**src/rtl/countdown_pkg.sv**
```systemverilog
// Shared types and constants for the countdown timer: state encoding, time
// scaling and preset-field helpers.
package countdown_pkg;

  typedef enum logic [1:0] {
    ST_IDLE  = 2'd0,
    ST_RUN   = 2'd1,
    ST_PAUSE = 2'd2,
    ST_ALARM = 2'd3
  } cd_state_t;

  localparam int MAX_TIME   = 359999;
  localparam int CS_PER_MIN = 6000;
  localparam int CS_PER_SEC = 100;
  localparam int FIELD_MAX  = 59;

  function automatic logic [18:0] preset_to_cs(input logic [5:0] mins,
                                               input logic [5:0] secs);
    return 19'(int'(mins) * CS_PER_MIN + int'(secs) * CS_PER_SEC);
  endfunction

  // Minute and second fields wrap independently; no carry between them.
  function automatic logic [5:0] field_inc(input logic [5:0] f);
    return (f == 6'(FIELD_MAX)) ? 6'd0 : f + 6'd1;
  endfunction

endpackage

```
**src/rtl/key_edge.sv**
```systemverilog
// Two-flop synchronizer plus falling-edge detector for an active-low button;
// emits a single-cycle press pulse per press.
module key_edge (
  input  logic clk,
  input  logic rst_n,
  input  logic key_n,
  output logic press
);

  logic sync1_reg;
  logic sync2_reg;
  logic prev_reg;

  always_ff @(posedge clk or negedge rst_n) begin
    if (!rst_n) begin
      sync1_reg <= 1'b1;
      sync2_reg <= 1'b1;
      prev_reg  <= 1'b1;
    end else begin
      sync1_reg <= key_n;
      sync2_reg <= sync1_reg;
      prev_reg  <= sync2_reg;
    end
  end

  assign press = prev_reg & ~sync2_reg;

endmodule

```
**src/rtl/countdown_timer.sv**
```systemverilog
// Centisecond countdown timer with minute/second preset, pause, abort and a
// flashing alarm on the LED bar.
module countdown_timer #(
  parameter int TICK_DIV    = 500000,
  parameter int BLINK_TICKS = 25
) (
  input  logic        clk,
  input  logic        rst_n,
  input  logic        key_start,
  input  logic        key_pause,
  input  logic        key_min,
  input  logic        key_sec,
  output logic [18:0] time_remaining,
  output logic [1:0]  state,
  output logic        alarm,
  output logic [9:0]  led
);
  import countdown_pkg::*;

  localparam int PW = (TICK_DIV > 1) ? $clog2(TICK_DIV) : 1;
  localparam int BW = (BLINK_TICKS > 1) ? $clog2(BLINK_TICKS) : 1;

  logic [3:0] key_raw;
  logic [3:0] press_vec;

  assign key_raw = {key_sec, key_min, key_pause, key_start};

  generate
    for (genvar gi = 0; gi < 4; gi++) begin : g_key
      key_edge u_key_edge (
        .clk   (clk),
        .rst_n (rst_n),
        .key_n (key_raw[gi]),
        .press (press_vec[gi])
      );
    end
  endgenerate

  cd_state_t   state_reg;
  logic [5:0]  min_reg;
  logic [5:0]  sec_reg;
  logic [18:0] tr_reg;
  logic [PW-1:0] presc_reg;
  logic [BW-1:0] blink_cnt_reg;
  logic        blink_on_reg;
  logic        alarm_reg;

  logic start_act, pause_act, min_act, sec_act, any_press;
  logic presc_adv, tick;
  logic [5:0]  min_inc, sec_inc;
  logic [18:0] reload_cs;

  // Only the highest-priority key of a simultaneous group is acted on.
  assign start_act = press_vec[0];
  assign pause_act = press_vec[1] & ~press_vec[0];
  assign min_act   = press_vec[2] & ~(|press_vec[1:0]);
  assign sec_act   = press_vec[3] & ~(|press_vec[2:0]);
  assign any_press = |press_vec;

  assign min_inc   = field_inc(min_reg);
  assign sec_inc   = field_inc(sec_reg);
  assign reload_cs = preset_to_cs(min_reg, sec_reg);

  // The pause edge holds the prescaler and the resume edge advances it, so the
  // count of advancing cycles equals the cycles spent showing RUN.
  assign presc_adv = ((state_reg == ST_RUN) && !start_act && !pause_act) ||
                     ((state_reg == ST_PAUSE) && pause_act) ||
                     ((state_reg == ST_ALARM) && !any_press);
  assign tick      = presc_adv && (presc_reg == PW'(TICK_DIV - 1));

  always_ff @(posedge clk or negedge rst_n) begin
    if (!rst_n) begin
      state_reg     <= ST_IDLE;
      min_reg       <= '0;
      sec_reg       <= '0;
      tr_reg        <= '0;
      presc_reg     <= '0;
      blink_cnt_reg <= '0;
      blink_on_reg  <= 1'b0;
      alarm_reg     <= 1'b0;
    end else begin
      case (state_reg)
        ST_IDLE: begin
          if (start_act) begin
            if ((min_reg != 6'd0) || (sec_reg != 6'd0)) begin
              state_reg <= ST_RUN;
              presc_reg <= '0;
            end
          end else if (min_act) begin
            min_reg <= min_inc;
            tr_reg  <= preset_to_cs(min_inc, sec_reg);
          end else if (sec_act) begin
            sec_reg <= sec_inc;
            tr_reg  <= preset_to_cs(min_reg, sec_inc);
          end
        end
        ST_RUN: begin
          if (start_act) begin
            state_reg <= ST_IDLE;
            tr_reg    <= reload_cs;
          end else if (pause_act) begin
            state_reg <= ST_PAUSE;
          end
        end
        ST_PAUSE: begin
          if (start_act) begin
            state_reg <= ST_IDLE;
            tr_reg    <= reload_cs;
          end else if (pause_act) begin
            state_reg <= ST_RUN;
          end
        end
        default: begin
          if (any_press) begin
            state_reg <= ST_IDLE;
            alarm_reg <= 1'b0;
            tr_reg    <= reload_cs;
          end else if (tick) begin
            if (blink_cnt_reg == BW'(BLINK_TICKS - 1)) begin
              blink_cnt_reg <= '0;
              blink_on_reg  <= ~blink_on_reg;
            end else begin
              blink_cnt_reg <= blink_cnt_reg + BW'(1);
            end
          end
        end
      endcase

      if (presc_adv)
        presc_reg <= tick ? '0 : presc_reg + PW'(1);

      if (tick && (state_reg != ST_ALARM)) begin
        if (tr_reg == 19'd1) begin
          tr_reg        <= '0;
          state_reg     <= ST_ALARM;
          alarm_reg     <= 1'b1;
          blink_cnt_reg <= '0;
          blink_on_reg  <= 1'b1;
        end else begin
          tr_reg <= tr_reg - 19'd1;
        end
      end
    end
  end

  logic [18:0] tens_cs;
  logic [3:0]  dot_pos;

  assign tens_cs = tr_reg / 19'd10;
  assign dot_pos = 4'(tens_cs % 19'd10);

  always_comb begin
    led = '0;
    case (state_reg)
      ST_RUN, ST_PAUSE: led = 10'd1 << dot_pos;
      ST_ALARM:         led = blink_on_reg ? '1 : '0;
      default:          led = '0;
    endcase
  end

  assign time_remaining = tr_reg;
  assign state          = state_reg;
  assign alarm          = alarm_reg;

endmodule

```
**config.mk**
```make
export PLATFORM = sky130hd
export DESIGN_NAME = countdown_timer
export DESIGN_NICKNAME = d
export VERILOG_FILES = /design/src/rtl/countdown_pkg.sv /design/src/rtl/key_edge.sv /design/src/rtl/countdown_timer.sv
export SDC_FILE = /design/constraint.sdc
export NUM_CORES = 1
export LEC_CHECK = 0
export BUFFER_PORTS_ARGS = -buffer_cell sky130_fd_sc_hd__buf_2
export CAP_MARGIN = 40
export CORE_MARGIN = 2
export CORE_UTILIZATION = 40
export DETAILED_ROUTE_END_ITERATION = 8
export PLACE_DENSITY = 0.52
export SYNTH_ARGS = -nofsm -noshare
export SYNTH_HDL_FRONTEND = slang
export SYNTH_SLANG_ARGS = --single-unit
```
**constraint.sdc**
```tcl
create_clock -name clk -period 24 [get_ports clk]
set_input_delay 0 -clock clk [delete_from_list [all_inputs] [get_ports clk]]
set_output_delay 0 -clock clk [all_outputs]
set_load 0.03 [all_outputs]
```
## Word-level counts from Yosys, hierarchy flattened

Cells that the tools add are included.
W data, S select, Z words.

| storage, ports and cells | value |
|---|---|
| bits in registers | 71 |
| output and inout port bits | 32 |

| cells by class | value |
|---|---|
| $add $sub $neg | 8 |
| bitwise logic cells | 16 |
| reduce and logical (&&, ||, !) cells | 28 |
| multiplexer cells | 43 |
| shift-type cells | 1 |
| equality and inequality tests | 12 |
| div/mod/pow operators | 2 |
| $mul | 4 |

Operators with widths:

| kind | number |
|---|---|
| $mux W19 | 12 |
| $add A19 B13 Y19 | 2 |
| $pmux W19 S2 | 1 |
| $mul A6 B9 Y15 const B | 2 |
| $mux W5 | 6 |
| $mul A6 B5 Y11 const B | 2 |
| $pmux W10 S2 | 1 |
| $add A19 B1 Y19 const B | 1 |
| $add A19 B19 Y19 | 1 |
| $div A19 B4 Y19 const B | 1 |
| $eq A19 B1 Y1 const B | 1 |
| $eq A19 B19 Y1 const B | 1 |
| $mod A19 B4 Y19 const B | 1 |
| $sub A19 B1 Y19 const B | 1 |
| $mux W2 | 9 |
| $add A6 B1 Y6 const B | 2 |
| $eq A6 B6 Y1 const B | 2 |
| $mux W6 | 2 |
| $reduce_bool A6 Y1 | 2 |
| $mux W1 | 10 |
| $mux W10 | 1 |
| $shl A1 B4 Y10 const A | 1 |
| $not A1 Y1 | 9 |
| $reduce_and A4 Y1 | 2 |
| 20 further kinds | 41 |

## Depth between registers and ports, before layout

| depth | value |
|---|---|
| word-level depth | 14 |
| depth in mapped cells | 70 |

## By module

Synthesis repeated with hierarchy kept, for this count alone.

| second synthesis, totals | value |
|---|---|
| cells, all modules | 2043 |
| area, all modules | 15134.5 um^2 |

Modules (own cells, without submodules):

| module | seq. area each (um^2) | cells each | area an instance (um^2) | times used |
|---|---|---|---|---|
| countdown_timer | 1476.4 | 2027 | 14764.2 | 1 |
| key_edge | 78.8 | 4 | 92.6 | 4 |

## Least setup slack after synthesis

Ideal clock, no wire load.

| timing path | value |
|---|---|
| kind | reg2out |
| from | register tr_reg[17], in the netlist time_remaining[17] |
| to | output port led[8] |
| stages on the path, launching flop included | 63 |
| slack | 9180 ps |
| arrival | 14820 ps |
| path through | dfrtp_1 -> nor2b_2 -> or4_4 -> o2111ai_2 -> o311ai_4 -> a22o_4 -> and3_1 -> or4_1 -> o32ai_2 -> a22oi_1 -> and3_1 -> or4_4 -> and2_4 -> a21oi_4 -> and2_1 -> buf_4 -> a211oi_1 -> or2_1 -> [... 27 more ...] -> a311o_1 -> buf_2 -> nor3_2 -> xnor2_1 -> ha_1 -> nand4_1 -> nor2_1 -> or4b_1 -> a221oi_1 -> nand2_1 -> nand3_4 -> xnor2_1 -> ha_1 -> o211ai_1 -> o32ai_1 -> o2111ai_2 -> mux2_2 -> o21ai_1 |

| on the way | value |
|---|---|
| longest elaborated chain between the ends | 4 |

RTL lines:

| element | line | RTL |
|---|---|---|
| start, declared | countdown_timer.sv:42 | `logic [18:0] tr_reg;` |
| start signal, assigned | countdown_timer.sv:91 | `tr_reg <= preset_to_cs(min_inc, sec_reg);` |
| start signal, assigned | countdown_timer.sv:94 | `tr_reg <= preset_to_cs(min_reg, sec_inc);` |
| start signal, assigned | countdown_timer.sv:100 | `tr_reg <= reload_cs;` |
| $div A19 B4 Y19 | countdown_timer.sv:149 | `assign tens_cs = tr_reg / 19'd10;` |
| $mod A19 B4 Y19 | countdown_timer.sv:150 | `assign dot_pos = 4'(tens_cs % 19'd10);` |
| $shl A1 B4 Y10 | countdown_timer.sv:155 | `ST_RUN, ST_PAUSE: led = 10'd1 << dot_pos;` |
| $pmux W10 S2 | countdown_timer.sv:154 | `case (state_reg)` |
| end, declared | countdown_timer.sv:16 | `output logic [9:0] led` |

Every way passes these cells.

## Final worst setup path

| timing path | value |
|---|---|
| from | register tr_reg[18], in the netlist time_remaining[18] |
| to | output port led[8] |

The elaborated chain is that of the path after synthesis.

==> flow_metrics.tcl <==
set metrics [dict create \
    grt_antenna_before_repair 0 \
    met2_usage_pct 36.8 \
    synthTopCellsByCount "nor2_1 (184), nand2_1 (167), o21ai_0 (155), ha_1 (146), inv_1 (144)" \
    critPathMaxFanout 29 \
    dp_hpwl_um 36000 \
    drtPass1Iterations 5 \
    place_ws_ns 4.67 \
    synth.area.top_cells "ha_1 (12%), dfrtp_1 (9.6%), xnor2_1 (5.2%), o21ai_0 (5.0%), nor2_1 (4.5%)" \
    rsz0062_at_grt "false" \
    dieHeight_um 200 \
    crit_path_top_delay_cell "dfrtp_1" \
    use_met3_pct 2.10 \
    grt-busiest-layer "met2" \
    postCtsResizedCells 0 \
    drt_iter0_drc 1360 \
    hold_path_class "input port to async pin" \
    async_flop_share_pct 100 \
    cts_root_buffer "clkbuf_16" \
    post-route-cell-area_mm2 0.0163 \
    finClkSkew_ns 0.00993 \
    fin_ws_ns 4.00 \
    grt_overflow 0 \
    netlist_area_mm2 0.0154 \
    row_count 71 \
    syn_to_final_growth_pct 5.74 \
    clockBufferDepth 2 \
    crit_top_cell "nand4_1" \
    drv_slew 0 \
    ys.warnings.count 0 \
    fmax_mhz 50.0 \
    io_buffers 37 \
    ys_types 122 \
    avgSynthCellArea_um2 7.37 \
    finish.net_count 2237 \
    min_period_over_period_pct 83.3 \
    num_antenna_cells 0 \
    max_slew_margin_pct 38.6 \
    setup_tns_ns 0 \
    use_met1_pct 32.8 \
    layout-drive-gt1-share_pct 8.22 \
    critPathKind "register to output port" \
    htree_num_levels 3 \
    dieArea_mm2 0.0401 \
    synth_edf_count 0 \
    via_count 15550 \
    cts_tree "built" \
    synthFlopType "dfrtp_1" \
    placed_area_mm2 0.0160 \
    coreArea_mm2 0.0378 \
    wl_per_cell_um 18.2 \
    cap_violations 0 \
    run_status "finished clean" \
    worst-slew-pin-transition_ns 0.922 \
    period_minus_slack_ns 20.00 \
    drc 0 \
    die_w_um 200 \
    ys_seq_elements 71 \
    synth_most_common_cell "nor2_1" \
    crit_arrival_ns 20.00 \
    grt_pass1_wl_um 77100 \
    hold_viol 0 \
    synth_nets 2278 \
    clk_pin_slew_ns 0.07 \
    initial_core_util_pct 40.8 \
    cts_buffers 9 \
    worst_skew_pair.late_latency_ns 0.36 \
    first_global_vias 14740 \
    synth.top_cell.area_share_pct 11.8 \
    grt_max_degree 47 \
    ant_nets 0 \
    num-fill-cells 3984 \
    syn_inst 2092 \
    grt_usage_pct 22.9 \
    setup_viol 0 \
    routabilityCongestion 0.916 \
    worst_hold_slack_ns 0.112 \
    max_stage_delay_ns 0.91 \
    ys_seq_area_share_pct 11.6 \
    totalWireLength_um 46600 \
    synth_area_leader_cell "ha_1" \
    cp-start-kind "register" \
    required_ns 24.00 \
    endpoint_kind "output port" \
    cts_sinks 71 \
    via_per_inst 6.06 \
    io_pins 38 \
]
-- critical path, delay by kind of cell (launching register included) --
family,cells,cell delay (ns)
AO/OA/AOI/OAI,23,8.09
adder cells (fa/ha/maj),2,0.55
flip-flops,1,0.91
AND/OR/NAND/NOR,22,7.30
multiplexers,2,0.77
buffers and inverters,1,0.22
XOR/XNOR,4,1.72
-- layer usage --
metal	vias up	routed length, um	part of all wire, %
met5	-	0	0
met4	0	815	1.7
met3	59	2050	4.4
li1	7625	-	-
met1	7431	22700	49
met2	435	21000	45
-- cells in the final DEF (no fill, tap or decap), types with 13 or more instances in the layout --
cell type and instances:
buf_4 25, mux2i_1 19, nand3_1 54, a21o_1 29, buf_2 37, o21a_1 13, a211oi_1 13, and3_1 37
nand2b_1 26, dfrtp_1 59, fa_1 34, inv_1 144, and2_1 25, nor2b_1 29, a21oi_1 134, a31oi_1 31
o21bai_1 33, o211ai_1 27, o21ai_1 21, nor3_1 51, or3_1 18, xor2_1 35, o22ai_1 17, nand2_1 167
nor4_1 20, nor2_1 184, xnor2_1 92, nand4_1 35, ha_1 146, o21ai_0 155
-- logic make-up (layout without fill, tap and decap cells) --
kind of cell	Yosys count	in the layout	synth area share (%)
AND/OR/NAND/NOR	730	730	24.2
AO/OA/AOI/OAI	675	675	30.8
XOR/XNOR	130	130	7.53
multiplexers	33	33	2.28
buffers and inverters	268	232	7.04
adder cells (fa/ha/maj)	185	185	16.6
flip-flops	71	71	11.6
-- through the flow --
step / instances / utilization (%)
2_1_floorplan: 2092 / -
3_3_place_gp: 2538 / 41.9
3_5_place_dp: 2546 / 42.1
4_1_cts: 2567 / 43.1
5_1_grt: 2567 / 43.1
6_report: 2567 / 43.1
-- final timing paths --
path	startpoint	endpoint	slack, ns	depth (start not counted)
max in group asynchronous	rst_n	presc_reg[8]$_DFFE_PN0P_	22.92	3
min in group clk	key_start	g_key[0].u_key_edge.sync1_reg$_DFF_PN1_	0.29	2
max reg2reg	min_reg[0]$_DFFE_PN0P_	time_remaining[18]$_DFFE_PN0P_	17.53	25
max	time_remaining[18]$_DFFE_PN0P_	led[8]	4.00	54
min	rst_n	min_reg[3]$_DFFE_PN0P_	0.11	2
min reg2reg	g_key[1].u_key_edge.sync1_reg$_DFF_PN1_	g_key[1].u_key_edge.sync2_reg$_DFF_PN1_	0.36	0
-- final cells by class --
cell class | count | area [um^2] | share of cell area, %
clock buffers | 10 | 239 | 1.47
clock inverters | 6 | 67.6 | 0.414
inverters | 147 | 552 | 3.38
multi-input cells | 1753 | 12600 | 77.0
flip-flops and latches | 71 | 1790 | 11.0
well taps | 511 | 639 | 3.92
repair buffers | 69 | 465 | 2.85
-- what timing repair did --
action                                 CTS  global route
hold buffers                             5             0
setup buffers                            0             0
endpoints found under the hold margin   29             0
Power is not shown: default switching activity piles up to over one toggle a cycle in this logic, so the estimate is an artifact.
